### config.mk
export PLATFORM = sky130hd
export DESIGN_NAME = exe_stage
export DESIGN_NICKNAME = d
export VERILOG_FILES = /design/src/rtl/arm_pkg.sv /design/src/rtl/exe_val2_gen.sv /design/src/rtl/exe_stage.sv
export SDC_FILE = /design/constraint.sdc
export NUM_CORES = 1
export LEC_CHECK = 0
export CORE_MARGIN = 3
export CORE_UTILIZATION = 54
export CTS_BUF_LIST = sky130_fd_sc_hd__clkbuf_4 sky130_fd_sc_hd__clkbuf_8
export DETAILED_ROUTE_END_ITERATION = 7
export PLACE_DENSITY = 0.89
export SYNTH_ARGS = -nofsm -noshare
export SYNTH_HDL_FRONTEND = slang
export SYNTH_SLANG_ARGS = --single-unit
### constraint.sdc
create_clock -name clk -period 15.2 [get_ports clk]
set_clock_uncertainty 0.05 [all_clocks]
set_input_delay 3.04 -clock clk [delete_from_list [all_inputs] [get_ports clk]]
set_output_delay 3.04 -clock clk [all_outputs]
set_load 0.005 [all_outputs]
### src/rtl/arm_pkg.sv
// Shared encodings for the ARM execute stage: ALU commands, shift types,
// forwarding selects and the iterative-multiplier state machine.
// Pure declarations; no latency or backpressure of its own.
package arm_pkg;

    localparam logic [3:0] CMD_MOV = 4'b0001;
    localparam logic [3:0] CMD_MVN = 4'b1001;
    localparam logic [3:0] CMD_ADD = 4'b0010;
    localparam logic [3:0] CMD_ADC = 4'b0011;
    localparam logic [3:0] CMD_SUB = 4'b0100;
    localparam logic [3:0] CMD_SBC = 4'b0101;
    localparam logic [3:0] CMD_AND = 4'b0110;
    localparam logic [3:0] CMD_ORR = 4'b0111;
    localparam logic [3:0] CMD_EOR = 4'b1000;
    localparam logic [3:0] CMD_MUL = 4'b1010;

    localparam logic [1:0] SH_LSL = 2'b00;
    localparam logic [1:0] SH_LSR = 2'b01;
    localparam logic [1:0] SH_ASR = 2'b10;
    localparam logic [1:0] SH_ROR = 2'b11;

    localparam logic [1:0] FWD_REG = 2'b00;
    localparam logic [1:0] FWD_MEM = 2'b01;
    localparam logic [1:0] FWD_WB  = 2'b10;

    typedef enum logic [1:0] {
        MUL_IDLE = 2'd0,
        MUL_BUSY = 2'd1,
        MUL_DONE = 2'd2
    } mul_state_t;

    // Code 11 falls back to the register value.
    function automatic logic [31:0] fwd_mux(input logic [1:0] sel, input logic [31:0] reg_val,
                                            input logic [31:0] mem_val, input logic [31:0] wb_val);
        case (sel)
            FWD_MEM: fwd_mux = mem_val;
            FWD_WB:  fwd_mux = wb_val;
            default: fwd_mux = reg_val;
        endcase
    endfunction

endpackage

### src/rtl/exe_val2_gen.sv
// Operand-2 generator: load/store offset, rotated immediate or shifted register.
// Latency: purely combinational.
// Backpressure: none; follows its inputs every cycle.
module exe_val2_gen
    import arm_pkg::*;
(
    input  logic        mem_en,
    input  logic        imm,
    input  logic [11:0] shift_operand,
    input  logic [31:0] val_rm,
    output logic [31:0] val2
);

    logic [31:0] imm_base;
    logic [63:0] imm_dbl;
    logic [63:0] rm_dbl;
    logic [4:0]  imm_rot;
    logic [4:0]  sh_amt;
    logic [1:0]  sh_type;
    logic [31:0] shifted;

    assign imm_base = {24'b0, shift_operand[7:0]};
    assign imm_rot  = {shift_operand[11:8], 1'b0};
    assign imm_dbl  = {imm_base, imm_base} >> imm_rot;
    assign sh_amt   = shift_operand[11:7];
    assign sh_type  = shift_operand[6:5];
    assign rm_dbl   = {val_rm, val_rm} >> sh_amt;

    always_comb begin
        shifted = val_rm;
        case (sh_type)
            SH_LSL:  shifted = val_rm << sh_amt;
            SH_LSR:  shifted = val_rm >> sh_amt;
            SH_ASR:  shifted = $unsigned($signed(val_rm) >>> sh_amt);
            default: shifted = rm_dbl[31:0];
        endcase
    end

    always_comb begin
        if (mem_en)
            val2 = {20'b0, shift_operand};
        else if (imm)
            val2 = imm_dbl[31:0];
        else
            val2 = shifted;
    end

endmodule

### src/rtl/exe_stage.sv
// ARM execute stage: operand-2 generation, ALU/NZCV, branch target, iterative MUL.
// Latency: combinational result; MUL takes 32/MUL_BITS_PER_CYCLE+2 cycles (stall held meanwhile).
// Backpressure: stall holds upstream stages and forces bubbles downstream. Optional EXE_FWD_EN adds forwarding.
module exe_stage
    import arm_pkg::*;
#(
    parameter int DATA_W             = 32,
    parameter int MUL_BITS_PER_CYCLE = 1
) (
    input  logic              clk,
    input  logic              rst,
    input  logic              wb_en_in,
    input  logic              mem_r_en_in,
    input  logic              mem_w_en_in,
    input  logic              b_in,
    input  logic              s_in,
    input  logic [3:0]        exe_cmd_in,
    input  logic [DATA_W-1:0] pc_in,
    input  logic [DATA_W-1:0] val_rn_in,
    input  logic [DATA_W-1:0] val_rm_in,
    input  logic              imm_in,
    input  logic [11:0]       shift_operand_in,
    input  logic [23:0]       signed_imm_24_in,
    input  logic [3:0]        dest_in,
`ifdef EXE_FWD_EN
    input  logic [1:0]        sel_src1,
    input  logic [1:0]        sel_src2,
    input  logic [DATA_W-1:0] mem_fwd_val,
    input  logic [DATA_W-1:0] wb_fwd_val,
`endif
    output logic [DATA_W-1:0] alu_res,
    output logic [DATA_W-1:0] store_val,
    output logic [DATA_W-1:0] br_addr,
    output logic              br_taken,
    output logic [3:0]        status,
    output logic              wb_en_out,
    output logic              mem_r_en_out,
    output logic              mem_w_en_out,
    output logic [3:0]        dest_out,
    output logic              stall
);

    localparam int         MUL_CYCLES = 32 / MUL_BITS_PER_CYCLE;
    localparam logic [5:0] MUL_LAST   = 6'(MUL_CYCLES - 1);

    logic [31:0] rn;
    logic [31:0] rm;
    logic [31:0] val2;
    logic        is_mul;

`ifdef EXE_FWD_EN
    assign rn = fwd_mux(sel_src1, val_rn_in, mem_fwd_val, wb_fwd_val);
    assign rm = fwd_mux(sel_src2, val_rm_in, mem_fwd_val, wb_fwd_val);
`else
    assign rn = val_rn_in;
    assign rm = val_rm_in;
`endif

    exe_val2_gen u_val2 (
        .mem_en        (mem_r_en_in | mem_w_en_in),
        .imm           (imm_in),
        .shift_operand (shift_operand_in),
        .val_rm        (rm),
        .val2          (val2)
    );

    assign is_mul    = (exe_cmd_in == CMD_MUL) && wb_en_in;
    assign store_val = rm;
    assign br_addr   = pc_in + {{6{signed_imm_24_in[23]}}, signed_imm_24_in, 2'b00};
    assign br_taken  = b_in;
    assign dest_out  = dest_in;

    // Multiplier FSM
    mul_state_t  state_q, state_d;
    logic [31:0] acc_q, mcand_q, mplier_q, acc_step;
    logic [5:0]  count_q;

    always_ff @(posedge clk or posedge rst) begin
        if (rst) state_q <= MUL_IDLE;
        else     state_q <= state_d;
    end

    always_comb begin
        state_d = state_q;
        stall   = 1'b0;
        case (state_q)
            MUL_IDLE: begin
                // Async reset must drop stall in the same cycle, even with MUL still presented.
                stall = is_mul && !rst;
                if (is_mul) state_d = MUL_BUSY;
            end
            MUL_BUSY: begin
                stall = 1'b1;
                if (count_q == MUL_LAST) state_d = MUL_DONE;
            end
            default: state_d = MUL_IDLE;
        endcase
    end

    always_comb begin
        acc_step = acc_q;
        for (int i = 0; i < MUL_BITS_PER_CYCLE; i++) begin
            if (mplier_q[i]) acc_step = acc_step + (mcand_q << i);
        end
    end

    always_ff @(posedge clk or posedge rst) begin
        if (rst) begin
            acc_q    <= '0;
            mcand_q  <= '0;
            mplier_q <= '0;
            count_q  <= '0;
        end else if (state_q == MUL_IDLE && is_mul) begin
            acc_q    <= '0;
            mcand_q  <= rn;
            mplier_q <= rm;
            count_q  <= '0;
        end else if (state_q == MUL_BUSY) begin
            acc_q    <= acc_step;
            mcand_q  <= mcand_q << MUL_BITS_PER_CYCLE;
            mplier_q <= mplier_q >> MUL_BITS_PER_CYCLE;
            count_q  <= count_q + 6'd1;
        end
    end

    // ALU and flags. Subtracts use rn + ~val2 + cin so carry-out is NOT borrow.
    logic [31:0] add_b;
    logic        add_cin;
    logic [32:0] sum;
    logic        add_v;
    logic [31:0] res;
    logic        upd_nz, upd_cv;

    always_comb begin
        add_b   = val2;
        add_cin = 1'b0;
        case (exe_cmd_in)
            CMD_ADC: add_cin = status[1];
            CMD_SUB: begin add_b = ~val2; add_cin = 1'b1;      end
            CMD_SBC: begin add_b = ~val2; add_cin = status[1]; end
            default: ;
        endcase
    end

    assign sum   = {1'b0, rn} + {1'b0, add_b} + {32'b0, add_cin};
    assign add_v = (rn[31] == add_b[31]) && (sum[31] != rn[31]);

    always_comb begin
        res    = '0;
        upd_nz = 1'b0;
        upd_cv = 1'b0;
        case (exe_cmd_in)
            CMD_MOV: begin res = val2;       upd_nz = 1'b1; end
            CMD_MVN: begin res = ~val2;      upd_nz = 1'b1; end
            CMD_AND: begin res = rn & val2;  upd_nz = 1'b1; end
            CMD_ORR: begin res = rn | val2;  upd_nz = 1'b1; end
            CMD_EOR: begin res = rn ^ val2;  upd_nz = 1'b1; end
            CMD_ADD, CMD_ADC, CMD_SUB, CMD_SBC: begin
                res    = sum[31:0];
                upd_nz = 1'b1;
                upd_cv = 1'b1;
            end
            CMD_MUL: begin
                if (state_q == MUL_DONE) begin
                    res    = acc_q;
                    upd_nz = 1'b1;
                end
            end
            default: ;
        endcase
    end

    assign alu_res = res;

    always_ff @(posedge clk or posedge rst) begin
        if (rst) begin
            status <= 4'b0;
        end else if (s_in) begin
            if (upd_nz) status[3:2] <= {res[31], res == 32'b0};
            if (upd_cv) status[1:0] <= {sum[32], add_v};
        end
    end

    assign wb_en_out    = wb_en_in    && !stall;
    assign mem_r_en_out = mem_r_en_in && !stall;
    assign mem_w_en_out = mem_w_en_in && !stall;

endmodule

==> flow_metrics.tcl <==
set metrics [dict create \
    ys_async_sr_fraction_pct 100 \
    yosysMostFrequentCell "nand2_1" \
    cts_tree "built" \
    drc 7 \
    ys.flop_type "dfrtp_1" \
    grt_pass1_wl_mm 132 \
    grt-ovfl-total 0 \
    grt_usage_pct 43.9 \
    whs_endpoint "mplier_q[18]" \
    r2r_end "status[2]" \
    period_needed_ps 13420 \
    dieWidth_um 199 \
    routabilityCongestion 1.11 \
    required_ps 12110 \
    cts_root_buf "clkbuf_8" \
    clock.fmax_ghz 0.0745 \
    grt_pass1_vias 21168 \
    yosys-top-cells-area "dfrtp_1, ha_1, mux4_2, nand2_1, mux2i_1" \
    synth_cell_type_count 107 \
    synth_fa_ha_area_share_pct 10.3 \
    tns_ps 0 \
    ctsHtreeMaxLevel 3 \
    synth_area_leader_cell "dfrtp_1" \
    ctsHoldBuffers 0 \
    viasPerCell 7.30 \
    cap_violations 0 \
    synth_top_area_share_pct 13.4 \
    setup.worst_path.end_class "output port" \
    post_cts_resized 0 \
    ant_nets 0 \
    yosysWarnings 0 \
    leakagePower_nw 9.61 \
    min-delay-start "mplier_q[18]" \
    fill_cells 3151 \
    cts.sinks 108 \
    critical_path.max_fanout 59 \
    cts_setup_buffers 0 \
    insertion_delay_ps 410 \
    fin_nets 2904 \
    min_path_type "register to register" \
    cts_buffers 9 \
    timing.final.max_slew_violations 0 \
    clockBufferDepth 2 \
    totalWireLength_mm 90.1 \
    cts.clk_slew.worst_paths_ps 120 \
    start_util_pct 54.9 \
    ios 257 \
    die_h_um 199 \
    setup_viol 0 \
    max-vdd-ir-drop_mv 0.148 \
    place_hpwl_mm 67.5 \
    synth_top_family_by_area "compound AO/OA/AOI/OAI gates" \
    rsz0062_at_grt "no" \
    status "complete, but fails checks" \
    synth_commonest_cells "nand2_1, nor2_1, ha_1, o21ai_0, clkbuf_1" \
    vias 22383 \
    worstMarginPinSlew_ps 1210 \
    firstDrtPassIters 8 \
    rr_worst_depth 17 \
    drive_gt1_share_pct 10.2 \
    grt_antenna_before_repair 1 \
    arrival_ps 10330 \
    powerDensity_nw_per_um2 84.6 \
    critPathKind "input port to output port" \
    hold_viol 0 \
    syn_area_um2 20200 \
    yosysSeqAreaShare_pct 13.4 \
    slew_headroom_pct 18.7 \
    core_um2 36700 \
    stdcell_count 3066 \
    syn_inst 2546 \
    core.rowCount 70 \
    synthSimpleGateAreaFrac_pct 19.0 \
    drt_iter0_drc 3212 \
    place_inst 3049 \
    muxShareOfSynthArea_pct 18.8 \
    post-route-period-util_pct 88.3 \
    synth_xor_area_share_pct 4.17 \
    synth_fp_nets 2857 \
    die_area_um2 39700 \
    reg2reg_from "status[1]" \
    synth_compound_area_share_pct 25.7 \
    wl_per_cell_um 29.4 \
    hold_depth 2 \
    violations "design-rule violations" \
    r2r_slack_ps 10460 \
    grt_max_degree 93 \
    synth_edf_count 0 \
    avgSynthCellArea_um2 7.91 \
    area_delta_synth_final_pct 11.2 \
    critPathLaunchType "input port" \
    io_buffers 242 \
    ys_seq_elements 108 \
]
-- per-layer routing --
layer	vias up	GRT usage, %	wire, µm
li1	9583	-	-
met4	0	24.1	6000
met3	361	10.6	11500
met1	10733	57.3	33800
met5	-	0	0
met2	1706	67.2	38800
-- logic make-up (layout without fill, tap and decap cells) --
kind of cell,after synthesis,after routing
other cells,0,1
compound gates,744,744
mux,255,255
xor+xnor,96,96
buf+inv,360,411
flops,108,108
simple gates,820,820
fa+ha+maj,163,163
-- where the power goes --
part	total, mW	internal, mW	switching, mW
Clock	0.184	0.0628	0.121
Combinational	1.22	0.503	0.717
Sequential	0.493	0.390	0.103
Total	1.90	0.956	0.941
-- sequential cells by signal, indices dropped and copies added, names as in the netlist --
register  cells
state_q       2
count_q       6
status        4
mplier_q     32
acc_q        32
mcand_q      32
-- worst max-delay path, stage by stage --
cell and delay (ps):
buf_4 530, buf_4 610, mux2_2 410, mux4_2 550
or3_1 340, o211ai_1 110, o21ai_0 130, a31oi_1 880
xnor2_1 130, ha_1 420, nand3_1 100, a21boi_0 350
nor4_1 130, buf_4 170, a211oi_1 510, o41ai_1 140
buf_4 170, o21ai_0 470, nand2b_1 140, o22ai_1 200
a211o_1 250, clkdlybuf4s50_1 530
-- worst max path at each step --
| stage | to | cells after the start | slack, ps | startpoint |
|---|---|---|---|---|
| floorplan | alu_res[28] | 22 | 4410 | shift_operand_in[10] |
| global placement | alu_res[31] | 22 | 2250 | shift_operand_in[10] |
| detailed placement | alu_res[31] | 22 | 2140 | shift_operand_in[10] |
| CTS | alu_res[31] | 22 | 2130 | shift_operand_in[10] |
| global route | alu_res[31] | 24 | 1600 | shift_operand_in[6] |
| finish | alu_res[31] | 22 | 1780 | shift_operand_in[10] |
-- placed cells by master, fill, tap and decap left out, types with 18 or more instances in the layout --
master and count:
clkdlybuf4s50_1 237, xor2_1 41, mux2_2 55, a21oi_1 133
xnor2_1 55, a22oi_1 46, mux2i_1 108, nor3_1 39
o31ai_1 19, nand2_1 307, a222oi_1 18, buf_4 50
a21o_1 37, nand3_1 75, a211oi_1 22, dfrtp_1 108
o21ai_0 143, or3_1 20, nor2b_1 32, a31oi_1 57
o21a_1 22, inv_1 100, ha_1 159, o211ai_1 32
nor2_1 201, nand2b_1 37, mux4_2 87, o22ai_1 22
-- per-stage QoR --
stage / hold slack (ps) / total power, mW / utilization (%) / area, µm² / setup WS (ps)
after floorplan: 391 / 1.26 / - / 20200 / 4410
after global placement: 404 / 1.63 / 60.6 / 22200 / 2250
after detailed placement: 414 / 1.68 / 60.6 / 22200 / 2140
after CTS: 443 / 1.86 / 61.1 / 22400 / 2130
after global routing: 470 / 2.01 / 61.1 / 22400 / 1600
final: 442 / 1.90 / 61.1 / 22400 / 1780
-- area by class of cell --
class / count / area (µm²) / share of cell area, %
flip-flops and latches: 108 / 2700 / 12.1
inverters: 104 / 393 / 1.75
repair buffers: 292 / 2810 / 12.5
clock buffers: 9 / 124 / 0.553
diodes: 1 / 2.50 / 0.0112
well taps: 468 / 586 / 2.61
clock inverters: 6 / 56.3 / 0.251
multi-input cells: 2078 / 15700 / 70.2
Power figures use the tool's default switching activity.
